`src/rtl/dino_motion.sv`:
```
// Dinosaur motion controller: run/jump/duck state, parabolic jump height,
// leg animation, and a two-stage sprite ROM lookup pipeline producing px.
module dino_motion #(
  parameter int X0      = 80,
  parameter int GROUND  = 402,
  parameter int SPR_W   = 82,
  parameter int SPR_H   = 88,
  parameter int DUCK_H  = 52,
  parameter int JUMP_T  = 40,
  parameter int LEG_DIV = 6
) (
  input  logic       i_clk,
  input  logic       i_rst_n,
  input  logic       i_frame_tick,
  input  logic       i_game_status,
  input  logic       i_start,
  input  logic       i_button_jump,
  input  logic       i_button_duck,
  input  logic [8:0] i_row_addr,
  input  logic [9:0] i_col_addr,
  output logic [6:0] o_rom_addr_row,
  output logic [6:0] o_rom_addr_col,
  output logic [1:0] o_rom_sel,
  input  logic       i_rom_bit,
  output logic       o_px,
  output logic [9:0] o_dino_top,
  output logic [9:0] o_dino_bottom,
  output logic [1:0] o_state
);

  typedef enum logic [1:0] {S_RUN = 2'd0, S_JUMP = 2'd1, S_DUCK = 2'd2} state_t;

  state_t     r_state, w_state_nx;
  logic [6:0] r_t, w_t_nx;
  logic [7:0] w_t_step;
  logic [7:0] r_leg_cnt, w_leg_cnt_nx;
  logic       r_leg, w_leg_nx;
  logic       w_run, w_restart;

  assign w_run     = i_frame_tick & i_game_status;
  assign w_restart = i_frame_tick & ~i_game_status & i_start;
  assign w_t_step  = {1'b0, r_t} + (i_button_duck ? 8'd2 : 8'd1);

  always_ff @(posedge i_clk or negedge i_rst_n) begin
    if (!i_rst_n) begin
      r_state   <= S_RUN;
      r_t       <= '0;
      r_leg_cnt <= '0;
      r_leg     <= 1'b0;
    end else begin
      r_state   <= w_state_nx;
      r_t       <= w_t_nx;
      r_leg_cnt <= w_leg_cnt_nx;
      r_leg     <= w_leg_nx;
    end
  end

  always_comb begin
    w_state_nx = r_state;
    w_t_nx     = r_t;
    if (w_restart) begin
      w_state_nx = S_RUN;
      w_t_nx     = '0;
    end else if (w_run) begin
      case (r_state)
        S_RUN: begin
          if (i_button_jump) begin
            w_state_nx = S_JUMP;
            w_t_nx     = 7'd1;
          end else if (i_button_duck) begin
            w_state_nx = S_DUCK;
          end
        end
        S_JUMP: begin
          // Landing always returns to RUN; a held duck takes effect next tick.
          if (w_t_step >= 8'(JUMP_T)) begin
            w_state_nx = S_RUN;
            w_t_nx     = '0;
          end else begin
            w_t_nx = w_t_step[6:0];
          end
        end
        S_DUCK: if (!i_button_duck) w_state_nx = S_RUN;
        default: begin
          w_state_nx = S_RUN;
          w_t_nx     = '0;
        end
      endcase
    end
  end

  always_comb begin
    w_leg_cnt_nx = r_leg_cnt;
    w_leg_nx     = r_leg;
    if (w_restart) begin
      w_leg_cnt_nx = '0;
      w_leg_nx     = 1'b0;
    end else if (w_run && r_state != S_JUMP) begin
      if (r_leg_cnt == 8'(LEG_DIV - 1)) begin
        w_leg_cnt_nx = '0;
        w_leg_nx     = ~r_leg;
      end else begin
        w_leg_cnt_nx = r_leg_cnt + 8'd1;
      end
    end
  end

  // Parabolic height; derived from registered state so it only moves after a tick.
  logic [11:0] w_tt, w_diff;
  logic [9:0]  w_height;
  assign w_tt          = {5'b0, r_t};
  assign w_diff        = w_tt * 12'(JUMP_T) - w_tt * w_tt;
  assign w_height      = 10'(w_diff >> 1);
  assign o_dino_bottom = 10'(GROUND) - w_height;
  assign o_dino_top    = o_dino_bottom - ((r_state == S_DUCK) ? 10'(DUCK_H) : 10'(SPR_H));
  assign o_state       = r_state;

  always_comb begin
    case (r_state)
      S_JUMP:  o_rom_sel = 2'd2;
      S_DUCK:  o_rom_sel = 2'd3;
      default: o_rom_sel = {1'b0, r_leg};
    endcase
  end

  logic [9:0] w_row, w_drow, w_dcol;
  logic       w_in_box;
  logic       r_in_box, r_px;
  logic [6:0] r_addr_row, r_addr_col;

  assign w_row    = {1'b0, i_row_addr};
  assign w_drow   = w_row - o_dino_top;
  assign w_dcol   = i_col_addr - 10'(X0);
  assign w_in_box = (w_row >= o_dino_top) && (w_row < o_dino_bottom) &&
                    (i_col_addr >= 10'(X0)) && (i_col_addr < 10'(X0 + SPR_W));

  always_ff @(posedge i_clk or negedge i_rst_n) begin
    if (!i_rst_n) begin
      r_in_box   <= 1'b0;
      r_addr_row <= '0;
      r_addr_col <= '0;
      r_px       <= 1'b0;
    end else begin
      r_in_box   <= w_in_box;
      r_addr_row <= w_in_box ? 7'(w_drow) : 7'd0;
      r_addr_col <= w_in_box ? 7'(w_dcol) : 7'd0;
      r_px       <= r_in_box & i_rom_bit;
    end
  end

  assign o_rom_addr_row = r_addr_row;
  assign o_rom_addr_col = r_addr_col;
  assign o_px           = r_px;

endmodule

```
`config.mk`:
```
export PLATFORM = sky130hd
export DESIGN_NAME = dino_motion
export DESIGN_NICKNAME = d
export VERILOG_FILES = /design/src/rtl/dino_motion.sv
export SDC_FILE = /design/constraint.sdc
export NUM_CORES = 1
export LEC_CHECK = 0
export CORE_MARGIN = 5
export CORE_UTILIZATION = 50
export CTS_CLUSTER_DIAMETER = 60
export CTS_CLUSTER_SIZE = 20
export DETAILED_ROUTE_END_ITERATION = 10
export PLACE_DENSITY_LB_ADDON = 0.3
export SYNTH_ARGS = -nofsm -noshare
export SYNTH_HDL_FRONTEND = slang
export SYNTH_SLANG_ARGS = --single-unit
```
`constraint.sdc`:
```
create_clock -name i_clk -period 15.14 [get_ports i_clk]
set_clock_uncertainty 0.1 [all_clocks]
set_input_delay 3.028 -clock i_clk [delete_from_list [all_inputs] [get_ports i_clk]]
set_output_delay 3.028 -clock i_clk [all_outputs]
set_load 0.03 [all_outputs]
```
# After elaboration in Yosys (flattened, before gate mapping)
# Cells that the tools add are included.
[op_classes]
muxes = 23
n_addsub = 7
eq_ne = 9
n_lt_le_gt_ge = 5
reduce_logical = 11
n_bitwise = 6
multipliers = 2
[ops]
columns = ["operator", "n"]
rows = [
  ["two-way mux 7 bit", 7],
  ["two-way mux 8 bit", 3],
  ["one-hot mux 7 bit (3 select lines)", 1],
  ["two-way mux 2 bit", 7],
  ["multiplier 7 x 7 -> 11 bit", 1],
  ["subtractor 11 bit", 1],
  [">= comparator 10 x 7 -> 1 bit (second input constant)", 1],
  [">= comparator 9 x 10 -> 1 bit", 1],
  ["less-than comparator 10 x 8 -> 1 bit (second input constant)", 1],
  ["less-than comparator 9 x 10 -> 1 bit", 1],
  ["subtractor 10 x 7 -> 10 bit", 1],
  ["subtractor 9 x 10 -> 10 bit (first input constant)", 1],
  ["inequality test 3 bit (second input constant)", 3],
  ["adder 7 x 2 -> 8 bit", 1],
  ["adder 8 x 1 -> 8 bit (second input constant)", 1],
  ["== test 8 x 3 -> 1 bit (second input constant)", 1],
  [">= comparator 8 x 6 -> 1 bit (second input constant)", 1],
  ["multiplier 7 x 3 -> 8 bit (second input constant)", 1],
  ["subtractor 7 bit", 1],
  ["subtractor 7 bit (second input constant)", 1],
  ["one-hot mux 2 bit (3 select lines)", 1],
  ["nonzero test 2 bit", 3],
  ["bitwise AND 1 bit", 4],
  ["logical AND 1 bit", 4],
  ["other kinds (12)", 15],
]
[totals]
ff_bits = 34
elab_cells = 71
inputBits = 27
output_inout_bits = 39

# Logic depth before layout (Yosys ltp)
# Gate-level depths: netlist (run 1).
[depth]
depth_word = 9
ltp_mapped = 29
mapped_depth_nobuf = 28

# Worst setup path before layout (run 1)
# OpenSTA, ideal clock, no wires.
[synth_path]
path_kind = "register -> output"
startpoint = "register r_t[1]"
endpoint = "output o_dino_top[8]"
t_arrival_ns = 5.913
stages_incl_launch_ff = 18
required_time_ns = 12.012
path_buffers = 1
slack_ns = 6.099
cell_sequence = "dfrtp_1 -> clkbuf_1 -> and2_1 -> fa_1 -> inv_1 -> fa_1 -> fa_1 -> inv_1 -> fa_1 -> inv_1 -> ha_1 -> or3_1 -> nor3_1 -> nor3_2 -> a221oi_1 -> xor2_1 -> nor2_1 -> xnor2_1"
[synth_between]
elab_chain_len = 4
word_cells_on_any_way = 5
cone_classes = "3 x add/sub; 2 x mul"
[synth_lines]
columns = ["item", "line_no", "source"]
rows = [
  ["from (decl)", "34", "logic [6:0] r_t, w_t_nx;"],
  ["from (signal assigned)", "52", "r_t <= w_t_nx;"],
  ["multiplier 7 x 7 -> 11 bit / multiplier 7 x 3 -> 8 bit (equally long branches)", "112", "assign w_diff = w_tt * 12'(JUMP_T) - w_tt * w_tt;"],
  ["subtractor 11 bit (*)", "112", ""],
  ["subtractor 9 x 10 -> 10 bit (*)", "114", "assign o_dino_bottom = 10'(GROUND) - w_height;"],
  ["via o_dino_bottom[7]", "27", "output logic [9:0] o_dino_bottom,"],
  ["subtractor 10 x 7 -> 10 bit (*)", "115", "assign o_dino_top = o_dino_bottom - ((r_state == S_DUCK) ? 10'(DUCK_H) : 10'(SPR_H));"],
  ["to (decl)", "26", "output logic [9:0] o_dino_top,"],
]
# The timed path passes the listed nets; every way through them passes the cells marked *.

# Final worst setup path (run 1)
[layout_path]
startpoint = "register r_t[1]"
endpoint = "output o_dino_top[9]"
[layout_between]
elab_chain_len = 4
word_cells_on_any_way = 5
cone_classes = "3 x add/sub; 2 x mul"
[layout_lines]
columns = ["item", "line_no"]
rows = [
  ["multiplier 7 x 7 -> 11 bit / multiplier 7 x 3 -> 8 bit (equally long branches)", "112"],
  ["subtractor 11 bit (*)", "112"],
  ["subtractor 9 x 10 -> 10 bit (*)", "114"],
  ["subtractor 10 x 7 -> 10 bit (*)", "115"],
]
# Mark *: on every way between the ends. The rest lies on a longest branch, timed or not.

==> out/metrics.cfg, run 1 <==
[run_status]
run_status=finished, final reports clean

[logic_synthesis]
synth-edff-count=0
ys_ff_latch=34
synth.distinct_cells=60
ys_seq_area_share_pct=20.4
synthFlopType=dfrtp_1
syn_avg_cell_area_um2=8.56
netlist_area_um2=4160
yosys.area.top_type=dfrtp_1
synth.top_cell.area_share_pct=20.4
ys_warn_count=0
synth.area.top_cells=dfrtp_1 (20%), ha_1 (16%), fa_1 (10%)
synthArstFlopShare_pct=100
netlist_instances=486
syn_nets=588

[placed_design]
dpl.hpwl_um=7570
place.gp.congestion=0.896
portBuffers=65
place_ws_ns=5.80

[clock_network]
clkLatencyLatePin_ns=0.28
cts_setup_buffers=0
cts_tree=done
ctsResizeCount=0
cts_made_buffers=5
clockRootBuffer=clkbuf_8
htreeDepth=2
hold_buffers=0
cts.clk_slew.worst_paths_ns=0.07
clkSinkCount=34
clk_path_buf_depth=2

[route]
drc=0
wl_per_cell_um=14.2
viasPerCell=5.50
ant_nets=0
drt-initial-drc-count=149
postRouteWirelength_um=9280
via_count=3585
drt-pass1-iter-count=4

[floorplan]
io_pins=66
die_h_um=101
die_w_um=101
rows=33
die_area_um2=10200
core_area_um2=8180
initial_core_util_pct=50.9

[sta]
layout_min_cycle_time_ns=9.66
layout_setup_ws_ns=5.48
fmax_mhz=104
tightestPinTransition_ns=0.903
rsz0062_at_grt=no
holdWs_ns=0.369
finalSetupViolations=0
slew_viol_final=0
maxSlewHeadroom_pct=39.7
hold_viol=0
finalCritPeriodShare_pct=63.8
tns_ns=0

[cells_and_area]
n_antenna_cell=0
layout_common_cells=clkdlybuf4s50_1 (65), inv_1 (61), ha_1 (54)
area.growth.synth_to_final_pct=19.7
layout_commonest_cell=clkdlybuf4s50_1
nets=648
drive_gt1_share_pct=5.48

[min_path]
hp-class=register to register
hold_depth=1

[setup_path]
worst_r2r_path_depth=25
crit_chain=and2_1, fa_1, inv_1, fa_1, fa_1, inv_1, fa_1, inv_1, ha_1, or3_1, nor3_1, nor3_2, a211oi_2, o21ai_0, a211oi_1, nand2_1, xnor2_1, clkdlybuf4s50_1
path_class=register to primary output
critPathArrivalTime_ns=6.53
slowest_stage=clkdlybuf4s50_1
cp_max_fo=21
required_ns=12.01
critPathCaptureType=primary output
startpoint_type=register
max_stage_delay_ns=0.69
cpMostUsedCell=fa_1

[global_route]
grt_pass1_wl_um=15700
grt_overflow_total=0
antenna_found_initial=0
grt_pass1_vias=3556
grt_start_max_net_pins=35
grtUsageTotal_pct=18.6

[run]
maxCapViolCount=0

logic make-up after synthesis:
kind of cell | count (synthesis) | synth area share [%]
AOI/OAI and AO/OA | 107 | 17.4
xor gates and xnor gates | 42 | 9.20
adders and majority gates | 77 | 26.8
buffers and inverters | 76 | 7.37
DFF | 34 | 20.4
muxes | 4 | 1.05
other | 1 | 0.0901
and+or+nand+nor | 145 | 17.6
synth_stat cells (3+ instances only):
master	number
buf_4	3
nand2_1	44
o211a_1	3
clkbuf_1	8
a211oi_1	3
ha_1	54
xor2_1	16
a21o_1	5
nor3_1	8
a21oi_1	27
nor2_1	27
nor2b_1	10
nand3_1	16
inv_1	61
a21boi_0	3
o21a_1	6
nand2b_1	6
fa_1	21
dfrtp_1	34
xnor2_1	24
or3_1	5
o21ai_0	33
nand4_1	4
mux2_2	3
or2_2	4
o31ai_1	5
and2_1	11
worst paths after layout:
| kind | slack (ns) | from | to |
|---|---|---|---|
| max | 5.48 | r_t[1] | o_dino_top[9] |
| min reg2reg | 0.37 | r_in_box | o_px |
| min in group asynchronous | 3.05 | i_rst_n | o_px |
| max in group asynchronous | 11.58 | i_rst_n | o_rom_addr_row[6] |
| min | 0.37 | r_in_box | o_px |
| max reg2reg | 7.28 | r_t[1] | o_rom_addr_col[1] |
registers in the layout, indices dropped and copies added, names as in the netlist:
register	count
r_leg_cnt	8
o_rom_addr_col	7
o_rom_addr_row	7
r_t	7
o_state	2
o_px	1
r_in_box	1
r_leg	1
metal layers:
metal / part of all wire [%] / track usage, % / vias up
met5: 0 / 0 / -
met4: 2.8 / 6.95 / 0
met3: 4.6 / 2.13 / 21
met2: 50 / 33.1 / 83
met1: 43 / 23.0 / 1711
li1: - / - / 1770
area by class of cell:
cell class              count  area, um^2
fillers                   702        3200
well taps                 105         131
inverters                  62         233
flip-flops and latches     34         851
clock buffers               6        82.6
repair buffers             67         666
multi-input cells         376        3000
clock inverters             2        12.5
metrics by stage:
step | utilization (%) | area [um^2] | std cells
after detailed placement | 59.7 | 4880 | 644
after CTS | 60.9 | 4980 | 652
final | 60.9 | 4980 | 652
after floorplan | - | 4160 | 486
after global routing | 60.9 | 4980 | 652
after global placement | 59.7 | 4880 | 644
worst max-delay path, delay by kind of cell, from the launching register on:
| family | cells | cell delay (ns) |
|---|---|---|
| AO/OA/AOI/OAI | 3 | 1.02 |
| buffers and inverters | 4 | 0.85 |
| adder cells (fa/ha/maj) | 5 | 2.46 |
| XOR/XNOR | 1 | 0.18 |
| flip-flops | 1 | 0.67 |
| AND/OR/NAND/NOR | 5 | 1.06 |
Power of run 1 is left out: the tool's default activity adds up to more than one toggle a clock period on the data nets, which glitch-free logic cannot reach.
==> run 2, diff against run 1 <==
Clock period 15.14 ns to 8.8 ns, I/O delays scaled along.
==> out/metrics.cfg, run 2 (synthesized netlist as in run 1, its figures left out) <==
[clock_network]
clockRootBuffer=clkbuf_8
clk_path_buf_depth=2
cts_made_buffers=5
htreeDepth=2
clkLatencyLatePin_ns=0.28
clkSinkCount=34
cts.clk_slew.worst_paths_ns=0.07
cts_tree=done
hold_buffers=0

[global_route]
antenna_found_initial=0
grt_pass1_vias=3556
grtUsageTotal_pct=18.6
grt_overflow_total=0
grt_pass1_wl_um=15700
grt_start_max_net_pins=35

[run]
maxCapViolCount=0

[sta]
layout_setup_ws_ns=0.449
maxSlewHeadroom_pct=39.7
finalSetupViolations=0
hold_viol=0
tightestPinTransition_ns=0.903
tns_ns=0
slew_viol_final=0
finalCritPeriodShare_pct=94.9
rsz0062_at_grt=no
layout_min_cycle_time_ns=8.35
fmax_mhz=120

[cells_and_area]
nets=648
drive_gt1_share_pct=5.67
nFillCells=702
area.growth.synth_to_final_pct=19.7
layout_common_cells=clkdlybuf4s50_1 (65), inv_1 (61), ha_1 (54)
fin_cells=652
n_antenna_cell=0
largest_reg_flops=8
layout_commonest_cell=clkdlybuf4s50_1
largest_register=r_leg_cnt

[setup_path]
startpoint_type=register
slowest_stage=dfrtp_1
max_stage_delay_ns=0.78
cpLargestDelayFamily=adder cells
critPathArrivalTime_ns=6.49
critPathCaptureType=primary output
required_ns=6.94
worst-path-stages=18
crit_buf_inv=3
crit_chain=nand2_1, xor2_1, xnor2_1, fa_1, fa_1, inv_1, fa_1, inv_1, ha_1, xnor2_1, xor2_1, ha_1, nand2_1, o21ai_0, maj3_1, nor2_1, xnor2_1, clkdlybuf4s50_1
cp_max_fo=18
worst_r2r_path_depth=25
path_class=register to primary output

[placed_design]
place.gp.congestion=0.896
dpl.hpwl_um=7570
place_ws_ns=0.723
dp_cells=644
portBuffers=65

[route]
wl_per_cell_um=14.2
drt-pass1-iter-count=4
drt-initial-drc-count=149
via_count=3585
drc=0
viasPerCell=5.50
ant_nets=0
postRouteWirelength_um=9280

[run_status]
run_status=finished, final reports clean

[floorplan]
initial_core_util_pct=50.9
die_h_um=101
core_area_um2=8180
die_area_um2=10200
io_pins=66
rows=33
die_w_um=101

[min_path]
hold_depth=1
hp-class=register to register

-- run 2: cell counts in the layout (fill, tap and decap cells not counted) --
No cell type changed its count.
-- run 2: repair_timing --
item | in CTS | in global routing
endpoints found under the setup margin | 0 | 1
setup buffers | 0 | 0
resized for setup | 0 | 1
-- run 2: final timing paths --
kind / slack [ns] / to / startpoint
max in group asynchronous: 6.49 / r_t[1] / i_rst_n
worst max register to register: 0.95 / o_rom_addr_col[1] / r_t[0]
worst min register to register: 0.37 / o_px / r_in_box
worst max-delay path: 0.45 / o_dino_top[8] / r_t[0]
worst min-delay path: 0.37 / o_px / r_in_box
min in group asynchronous: 1.78 / o_px / i_rst_n
-- run 2: metrics by stage --
| stage | util [%] | hold WS (ns) | area, um^2 |
|---|---|---|---|
| 6_report | 60.9 | 0.369 | 4980 |
| 5_1_grt | 60.9 | 0.391 | 4980 |
| 4_1_cts | 60.9 | 0.381 | 4980 |
| 3_5_place_dp | 59.7 | 0.364 | 4880 |
| 3_3_place_gp | 59.7 | 0.343 | 4880 |
| 2_1_floorplan | - | 0.334 | 4160 |
-- run 2: worst reg2reg max path, delay by kind of cell, from the launching register on --
kind,cells,cell delay [ns]
adders and majority gates,7,2.91
AOI/OAI and AO/OA,7,1.97
xor gates and xnor gates,5,1.30
DFF,1,0.78
and+or+nand+nor,4,0.58
buffers and inverters,2,0.09
-- run 2: layout make-up --
type	instances	area (um^2)	share of cell area (%)
multi-input combinational	376	3000	60.3
sequential	34	852	17.1
timing repair buffer	67	666	13.4
inverter	62	233	4.67
tap	105	131	2.64
clock buffer	6	82.6	1.66
clock inverter	2	12.5	0.251
-- run 2: metal layers --
metal	track usage [%]	vias up	wire, um
li1	-	1770	-
met1	23.0	1711	3980
met2	33.1	83	4610
met3	2.13	21	430
met4	6.95	0	262
met5	0	-	0
Power of run 2 is left out for the same reason.
==> patch (flow settings as in run 2) <==
`r_addr_row` and `r_addr_col` no longer have a reset.
--- a/src/rtl/dino_motion.sv
+++ b/src/rtl/dino_motion.sv
@@ -137,15 +137,16 @@
   always_ff @(posedge i_clk or negedge i_rst_n) begin
     if (!i_rst_n) begin
       r_in_box   <= 1'b0;
-      r_addr_row <= '0;
-      r_addr_col <= '0;
       r_px       <= 1'b0;
     end else begin
       r_in_box   <= w_in_box;
-      r_addr_row <= w_in_box ? 7'(w_drow) : 7'd0;
-      r_addr_col <= w_in_box ? 7'(w_dcol) : 7'd0;
       r_px       <= r_in_box & i_rom_bit;
     end
+  end
+
+  always_ff @(posedge i_clk) begin
+    r_addr_row <= w_in_box ? 7'(w_drow) : 7'd0;
+    r_addr_col <= w_in_box ? 7'(w_dcol) : 7'd0;
   end
 
   assign o_rom_addr_row = r_addr_row;
Formal check against the unedited RTL: not equivalent (Yosys sat finds a counterexample within 4 cycles, from zero or initial values and one cycle with i_rst_n low).
==> patch against run 2 <==
Register-to-register slack better by 910 ps; non-clock buffer count is 2 higher; worst setup slack improved by 11 ps; area after synthesis did not move; final area up 0.95%; sequential cell count did not move; synthesized cell count down 0.62%; routed wire length decreased by 3.5%; count of clock-buffer cells in the layout decreased by 1; highest routed layer unchanged.
Power is left out: the tool's default activity adds up to more than one toggle a clock period on the data nets, which glitch-free logic cannot reach.
==> patch: results <==
export IMPL_async_reset_ff_frac=0.588
export IMPL_ys_types=73
export IMPL_synth_area_leaders="ha_1 (16%), dfrtp_1 (12%), fa_1 (11%)"
export IMPL_cp_max_fo=14
export IMPL_arrival_ps=6480
export IMPL_tightest_slew_ps=915
export IMPL_globalplace_congestion=0.859
export IMPL_slowest_delay_ps=660
export IMPL_grt_max_degree=21
export IMPL_cpMaxStageDelayCell="clkdlybuf4s50_1"
export IMPL_synth_compound_area_frac=0.156
export IMPL_r2r_start="r_t[2]"
export IMPL_grt_pass1_vias=3362
export IMPL_drt_wirelength_per_cell_um=13.7
export IMPL_synth_xor_area_share=0.0857
export IMPL_syn_num_nets=586
export IMPL_grt_first_pass_wirelength_um=15200
export IMPL_cts_max_level=2
export IMPL_num_vias=3384
export IMPL_drive_gt1_frac=0.0750
export IMPL_reg2reg_slack_ps=1860
export IMPL_worstRegToRegCells=23
export IMPL_status="complete, no violations"
export IMPL_nets=649
export IMPL_rr_endpoint="o_rom_addr_row[1]"
==> patch: cells by family (layout without fill, tap and decap cells) <==
logic type / Yosys count / in the layout
and+or+nand+nor: 147 / 147
AOI/OAI and AO/OA: 100 / 100
buffers and inverters: 81 / 145
adders and majority gates: 77 / 77
xor gates and xnor gates: 39 / 39
DFF: 34 / 34
muxes: 4 / 4
other: 1 / 1
==> patch: worst max-delay path by stage <==
stage | endpoint | depth (start not counted) | slack, ps | startpoint
global placement | o_dino_top[9] | 18 | 960 | r_t[2]
floorplan | o_dino_top[9] | 19 | 1020 | r_t[1]
global route | o_dino_top[9] | 18 | 20 | r_t[2]
detailed placement | o_dino_top[9] | 18 | 720 | r_t[2]
CTS | o_dino_top[9] | 18 | 430 | r_t[2]
finish | o_dino_top[9] | 18 | 460 | r_t[2]
==> patch: final cells by class <==
cell class / instances / area, sq um
fill: 711 / 3150
multi-input combinational: 368 / 3040
sequential: 34 / 781
timing repair buffer: 69 / 681
inverter: 68 / 255
tap: 105 / 131
clock buffer: 5 / 68.8
clock inverter: 3 / 68.8
==> patch: critical path: cells and delay by family (launching register included) <==
family	cells	cell delay [ps]
xor gates and xnor gates	1	220
buffers and inverters	4	880
adders and majority gates	5	2430
and+or+nand+nor	6	1530
DFF	1	610
AOI/OAI and AO/OA	2	510
==> patch: metrics by stage <==
stage,std cells,setup slack (ps),util,hold slack (ps),instance area (sq um)
after floorplan,483,1020,-,334,4160
after global placement,644,965,0.598,338,4890
after detailed placement,644,719,0.598,355,4890
after CTS,652,427,0.615,376,5030
after global routing,652,22.4,0.615,421,5030
final,652,460,0.615,367,5030
==> patch: per-layer routing <==
metal	up-vias	wire length, um	GRT usage
met5	-	0	0
li1	1754	-	-
met1	1567	4000	0.233
met2	61	4560	0.321
met4	0	23	0.0266
met3	2	374	0.0289
